--- config.mk ---
export PLATFORM = sky130hd
export DESIGN_NAME = lvm16_cpu
export DESIGN_NICKNAME = d
export VERILOG_FILES = /design/src/rtl/lvm16_pkg.sv /design/src/rtl/lvm16_alu.sv /design/src/rtl/lvm16_cpu.sv
export SDC_FILE = /design/constraint.sdc
export NUM_CORES = 1
export LEC_CHECK = 0
export ABC_AREA = 1
export BUFFER_PORTS_ARGS = -buffer_cell sky130_fd_sc_hd__buf_2
export CAP_MARGIN = 20
export CORE_AREA = 8 8 119 121
export DETAILED_ROUTE_END_ITERATION = 6
export DIE_AREA = 0 0 127 129
export PLACE_DENSITY = 0.74
export SYNTH_ARGS = -nofsm -noshare
export SYNTH_HDL_FRONTEND = slang
export SYNTH_SLANG_ARGS = --single-unit
--- constraint.sdc ---
create_clock -name clk -period 9.5 [get_ports clk]
set_input_delay 0.95 -clock clk [delete_from_list [all_inputs] [get_ports clk]]
set_output_delay 0.95 -clock clk [all_outputs]
set_load 0.005 [all_outputs]
--- src/rtl/lvm16_pkg.sv ---
// Shared definitions for the lvm-16 core: opcodes, ALU function codes and
// instruction field positions.
package lvm16_pkg;

    localparam int WIDTH = 16;

    localparam logic [1:0] OP_LDI = 2'b00;
    localparam logic [1:0] OP_LD  = 2'b01;
    localparam logic [1:0] OP_ST  = 2'b10;
    localparam logic [1:0] OP_ALU = 2'b11;

    typedef enum logic [3:0] {
        FN_ADD  = 4'd0,
        FN_SUB  = 4'd1,
        FN_AND  = 4'd2,
        FN_OR   = 4'd3,
        FN_XOR  = 4'd4,
        FN_NOT  = 4'd5,
        FN_SHL  = 4'd6,
        FN_SHR  = 4'd7,
        FN_PASS = 4'd8,
        FN_INC  = 4'd9,
        FN_DEC  = 4'd10
    } alu_fn_e;

    localparam int OP_HI    = 15;
    localparam int OP_LO    = 14;
    localparam int D_BIT    = 13;
    localparam int IMM_HI   = 12;
    localparam int F_HI     = 13;
    localparam int F_LO     = 10;
    localparam int W1_BIT   = 9;
    localparam int W2_BIT   = 8;
    localparam int ASEL_BIT = 7;
    localparam int BSEL_BIT = 6;
    localparam int JMP_HI   = 5;
    localparam int JMP_LO   = 3;

endpackage

--- src/rtl/lvm16_alu.sv ---
// Combinational 16-bit ALU with signed lt/eq/gt flags on the result.
module lvm16_alu
    import lvm16_pkg::*;
(
    input  logic [WIDTH-1:0] a_i,
    input  logic [WIDTH-1:0] b_i,
    input  logic [3:0]       f_i,
    output logic [WIDTH-1:0] res_o,
    output logic             lt_o,
    output logic             eq_o,
    output logic             gt_o
);

    always_comb begin
        res_o = '0;
        case (f_i)
            FN_ADD:  res_o = a_i + b_i;
            FN_SUB:  res_o = a_i - b_i;
            FN_AND:  res_o = a_i & b_i;
            FN_OR:   res_o = a_i | b_i;
            FN_XOR:  res_o = a_i ^ b_i;
            FN_NOT:  res_o = ~a_i;
            FN_SHL:  res_o = {a_i[WIDTH-2:0], 1'b0};
            FN_SHR:  res_o = {1'b0, a_i[WIDTH-1:1]};
            FN_PASS: res_o = a_i;
            FN_INC:  res_o = a_i + 16'd1;
            FN_DEC:  res_o = a_i - 16'd1;
            default: res_o = '0;
        endcase
    end

    assign lt_o = res_o[WIDTH-1];
    assign eq_o = (res_o == '0);
    assign gt_o = !res_o[WIDTH-1] && (res_o != '0);

endmodule

--- src/rtl/lvm16_cpu.sv ---
// lvm-16 single-cycle accumulator CPU: decode, r1/r2/pc registers and
// next-pc selection around the lvm16_alu datapath.
module lvm16_cpu
    import lvm16_pkg::*;
(
    input  logic             clk,
    input  logic             reset,
    input  logic [WIDTH-1:0] instruction,
    input  logic [WIDTH-1:0] data,
    output logic [WIDTH-1:0] out,
    output logic [WIDTH-1:0] pc,
    output logic [WIDTH-1:0] addr,
    output logic             write
);

    logic [WIDTH-1:0] r1_q, r1_d;
    logic [WIDTH-1:0] r2_q, r2_d;
    logic [WIDTH-1:0] pc_q, pc_d;

    logic [1:0]        op;
    logic              d_sel;
    logic [IMM_HI:0]   imm;
    logic [3:0]        fn;
    logic              w1, w2, asel, bsel;
    logic [2:0]        jmp;
    logic              unused_rsvd;

    assign op          = instruction[OP_HI:OP_LO];
    assign d_sel       = instruction[D_BIT];
    assign imm         = instruction[IMM_HI:0];
    assign fn          = instruction[F_HI:F_LO];
    assign w1          = instruction[W1_BIT];
    assign w2          = instruction[W2_BIT];
    assign asel        = instruction[ASEL_BIT];
    assign bsel        = instruction[BSEL_BIT];
    assign jmp         = instruction[JMP_HI:JMP_LO];
    assign unused_rsvd = ^instruction[2:0];

    logic [WIDTH-1:0] alu_a, alu_b, alu_res;
    logic             alu_lt, alu_eq, alu_gt;

    assign alu_a = asel ? r2_q : r1_q;
    assign alu_b = bsel ? data : r2_q;

    lvm16_alu u_alu (
        .a_i   (alu_a),
        .b_i   (alu_b),
        .f_i   (fn),
        .res_o (alu_res),
        .lt_o  (alu_lt),
        .eq_o  (alu_eq),
        .gt_o  (alu_gt)
    );

    logic             r1_en, r2_en, jump_taken;
    logic [WIDTH-1:0] wr_val;

    always_comb begin
        r1_en      = 1'b0;
        r2_en      = 1'b0;
        wr_val     = '0;
        out        = '0;
        write      = 1'b0;
        jump_taken = 1'b0;
        case (op)
            OP_LDI: begin
                wr_val = {3'b000, imm};
                r1_en  = !d_sel;
                r2_en  = d_sel;
            end
            OP_LD: begin
                wr_val = data;
                r1_en  = !d_sel;
                r2_en  = d_sel;
            end
            OP_ST: begin
                out   = d_sel ? r2_q : r1_q;
                write = 1'b1;
            end
            OP_ALU: begin
                out        = alu_res;
                wr_val     = alu_res;
                r1_en      = w1;
                r2_en      = w2;
                jump_taken = (jmp[2] & alu_lt) | (jmp[1] & alu_eq) | (jmp[0] & alu_gt);
            end
            default: ;
        endcase
    end

    assign r1_d = r1_en ? wr_val : r1_q;
    assign r2_d = r2_en ? wr_val : r2_q;
    // Jump target is the pre-edge r2, so a same-cycle w2 does not affect it.
    assign pc_d = jump_taken ? r2_q : pc_q + 16'd1;

    always_ff @(posedge clk or negedge reset) begin
        if (!reset) begin
            r1_q <= '0;
            r2_q <= '0;
            pc_q <= '0;
        end else begin
            r1_q <= r1_d;
            r2_q <= r2_d;
            pc_q <= pc_d;
        end
    end

    assign pc   = pc_q;
    assign addr = r1_q;

endmodule

==> results by stage <==
Route:
- The post-route DRC violation count is 0.
- After detailed routing, the average wire length per cell comes to around 16 µm.
- Summed over all nets, wire length on met2 after detailed routing comes to approximately 9 mm.
- Detailed routing placed a total of 1.50 mm of wire on met3.
- The initial detailed-routing violation count is between 600 and 700.
- Dividing the detail-routed via count by the number of cells gives approximately 5.6.
- The top routing layer in use is met4.
- The total number of vias is 6853.
- The routed length on met1 is about 8.4 mm.
- The routed wire length is 19.4 mm.
- The first detailed-routing pass took 5 iterations.
- In this run the remaining antenna-violating nets after routing total 0.

Worst setup path:
- The data required time at the worst endpoint is about 8.6 ns.
- The worst register-to-register path begins at r2_q[1].
- The worst register-to-register path has a setup slack of roughly 4.9 ns.
- For the worst flop-to-flop path, the logic depth is 29.
- The maximum single-stage delay on the critical path is roughly 0.38 ns.
- In this run the critical register-to-register path is captured at pc[7].
- Of all nets on the critical path, the largest fanout is 20.
- The classification of the worst setup path is input pin to output pin.
- The cell with the biggest individual delay on the critical path is buf_2.
- In this design, the critical path's most frequently occurring cell is nand2_1.
- The critical path endpoint category is an output pin.
- For the worst setup path, the data arrival time is 4.92 ns.
- The worst setup path is launched from an input pin.

Pwr:
- The power density over the cells is between 150 and 200 nW/µm².
- Across the VDD grid, the largest voltage drop is around 0.12 mV.
- For this design the static power due to leakage is ~3.6 nW.

STA:
- The transition time of the tightest slew-check pin is 1.04 ns.
- The setup clock skew after layout is just under 0.007 ns.
- The hold violation total from the final report is 0.
- Setup repair after global routing left no endpoint under its margin.
- In the post-route analysis, the smallest setup slack over all paths is 3.63 ns.
- The worst pin sits at a relative slew slack of between 30% and 40%.
- The max-slew violation total from the final report is 0.
- Derived from the worst setup path, the maximum achievable clock frequency is ~0.17 GHz.
- The number of endpoints failing setup at the final stage is 0.
- The post-route clock period utilization is 61.8%.
- Setup total negative slack on the finished layout was measured at 0 ns.
- The worst path in the final design needs a cycle of 5.87 ns, including I/O delays and setup.

Finish:
- The total of fill cells in the finished design is around 1300.
- In the final design database the tool counted 1152 nets.
- The area overhead of the layout relative to synthesis is 9.93%.
- The count of antenna diodes in the layout is 0.
- The ratio of cells with drive above 1 in the final layout is between 10% and 20%.
- Once layout is complete, the utilization of the core stands at a little over half.

GRT:
- The first global-routing pass estimated 30.7 mm of wire.
- For this run the aggregate overflow at the end of global routing stands at 0.
- The via count of the first global-routing pass is 6169.
- Global routing used between 20% and 30% of the available tracks across all layers.
- The largest net degree at the start of global routing is 49.
- The initial antenna violation count is 0.

CTS:
- The total of cells resized after clock tree synthesis is 0.
- The number of CTS-inserted buffers is 5.
- The insertion delay to the later sink of the worst-skew pair is 0.29 ns.
- The H-tree was split into 2 levels.
- The number of hold-repair buffers added at the cts stage is 0.
- Post-CTS timing repair inserted 0 buffers for setup.
- The clock net sink count is 48.
- In this run the clock root is driven by a clkbuf_16.
- The clock-pin slew on the worst setup and hold paths is around 0.06 ns.
- TritonCTS built the clock tree.
- The clock passes through at most 2 buffers.

Yosys:
- The synthesized design contains 48 register bits.
- Each instance of the synthesized netlist takes up on average between 6 and 7 µm².
- The distinct cell type count of the synthesized netlist is 49.
- Yosys mapped a number of flops with a built-in enable equal to 0.
- By area the synthesized netlist is led by nand2_1, dfrtp_1, ha_1.
- The total nets after synthesis is approximately 1100.
- The most frequent cell after synthesis is nand2_1.
- The biggest area contributor in the post-synthesis netlist is nand2_1.
- The share of flip-flops with an asynchronous set or reset is between 90% and 100%.
- The share of the yosys chip area belonging to registers is approximately 20%.
- The cell count after synthesis came out at ~1000.
- The number of warnings issued by yosys is 0.
- The most used flip-flop cell after synthesis is dfrtp_1.
- The top-area cell type share of the netlist area is around a fifth.
- The netlist area before placement is just over 6000 µm².
- In the synthesized netlist, the cells that appear most often are nand2_1, inv_1, nor2_1.

Place:
- Prior to clock tree synthesis, the placed netlist has a worst setup slack of about 3.7 ns.
- The weighted congestion reported at the end of routability-driven placement is between 0.9 and 1.
- The count of buffers inserted at the top-level ports is just over 80.
- Detailed placement ended at an HPWL of about 16 mm.

Hold path:
- The type of the most critical hold path is register to register.
- The number of cells traversed by the worst hold path is 3.
- The hold path endpoint is pc[15].
- The launch point of the worst hold path is pc[15].

Floorplanning:
- After floorplanning, the core was divided into around 40 placement rows.
- For this configuration, the core starts out at a cell density of between 40% and 50%.
- The die covers between 15000 and 20000 µm².
- The die is 129 µm tall.
- The die width is between 100 and 150 µm.
- The core region is 12300 µm².
- The I/O pin count is 83.

Job:
- Max-cap violations in this run came to 0.

Outcome:
- The run finished with clean final reports.
-- per-stage QoR --
step | area (µm²) | hold slack (ns) | std cells | total power, W
after CTS | 6680 | 0.569 | 1217 | 0.00106
after global placement | 6510 | 0.546 | 1209 | 0.000848
after global routing | 6700 | 0.596 | 1219 | 0.00115
after detailed placement | 6510 | 0.550 | 1209 | 0.000855
final | 6700 | 0.566 | 1219 | 0.00106
after floorplan | 6100 | 0.498 | 1006 | 0.000686
-- worst max path at each step --
stage	start	to	slack, ns
floorplan	instruction[6]	out[13]	4.91
global placement	instruction[6]	out[13]	3.86
detailed placement	instruction[6]	out[13]	3.74
CTS	instruction[6]	out[13]	3.73
global route	instruction[6]	out[13]	3.17
finish	instruction[6]	out[13]	3.63
-- flip-flops by register name, summed over array words and instances (netlist names) --
register,count
addr,16
r2_q,16
pc,16
-- area by class of cell --
type	instances	area (µm²)	area share [%]
clock buffer	6	129	1.92
clock inverter	2	35.0	0.523
inverter	133	502	7.49
multi-input combinational	794	4200	62.6
sequential	48	1200	17.9
tap	150	188	2.80
timing repair buffer	86	452	6.74
-- logic make-up after synthesis --
family          count (synthesis)  share of synthesized area [%]
xor+xnor                       16                           2.30
flops                          48                           19.7
compound gates                174                           16.7
mux                             7                           1.29
simple gates                  547                           37.9
fa+ha+maj                      50                           10.4
buf+inv                       164                           11.6
-- cells in the final DEF (no fill, tap or decap), drive strengths merged, types with 9 or more instances in the layout --
cell type / synthesis / final
buf: 16 / 86
ha: 49 / 49
o211ai: 13 / 13
a21oi: 34 / 34
nand3: 73 / 73
dfrtp: 48 / 48
nor2: 107 / 107
inv: 133 / 133
nor3: 9 / 9
xor2: 12 / 12
o21ai: 102 / 102
nand2: 342 / 342
-- critical path: cells and delay by family --
kind                     cells  cell delay (ns)
buffers and inverters        6             1.01
XOR/XNOR                     1             0.16
AO/OA/AOI/OAI                2             0.23
adder cells (fa/ha/maj)      1             0.38
AND/OR/NAND/NOR             18             2.17
-- per-layer routing --
layer	vias to the layer above	track usage [%]
met5	-	0
li1	3367	-
met2	299	37.1
met4	0	8.33
met3	34	3.85
met1	3153	30.3
-- power breakdown --
part / internal, W / leakage [nW] / switching (W)
logic: 0.000198 / 2.91 / 0.000363
registers: 0.000254 / 0.619 / 0.0000491
clock network: 0.000124 / 0.0808 / 0.0000749
No activity file was read; power rests on OpenSTA's default activity.
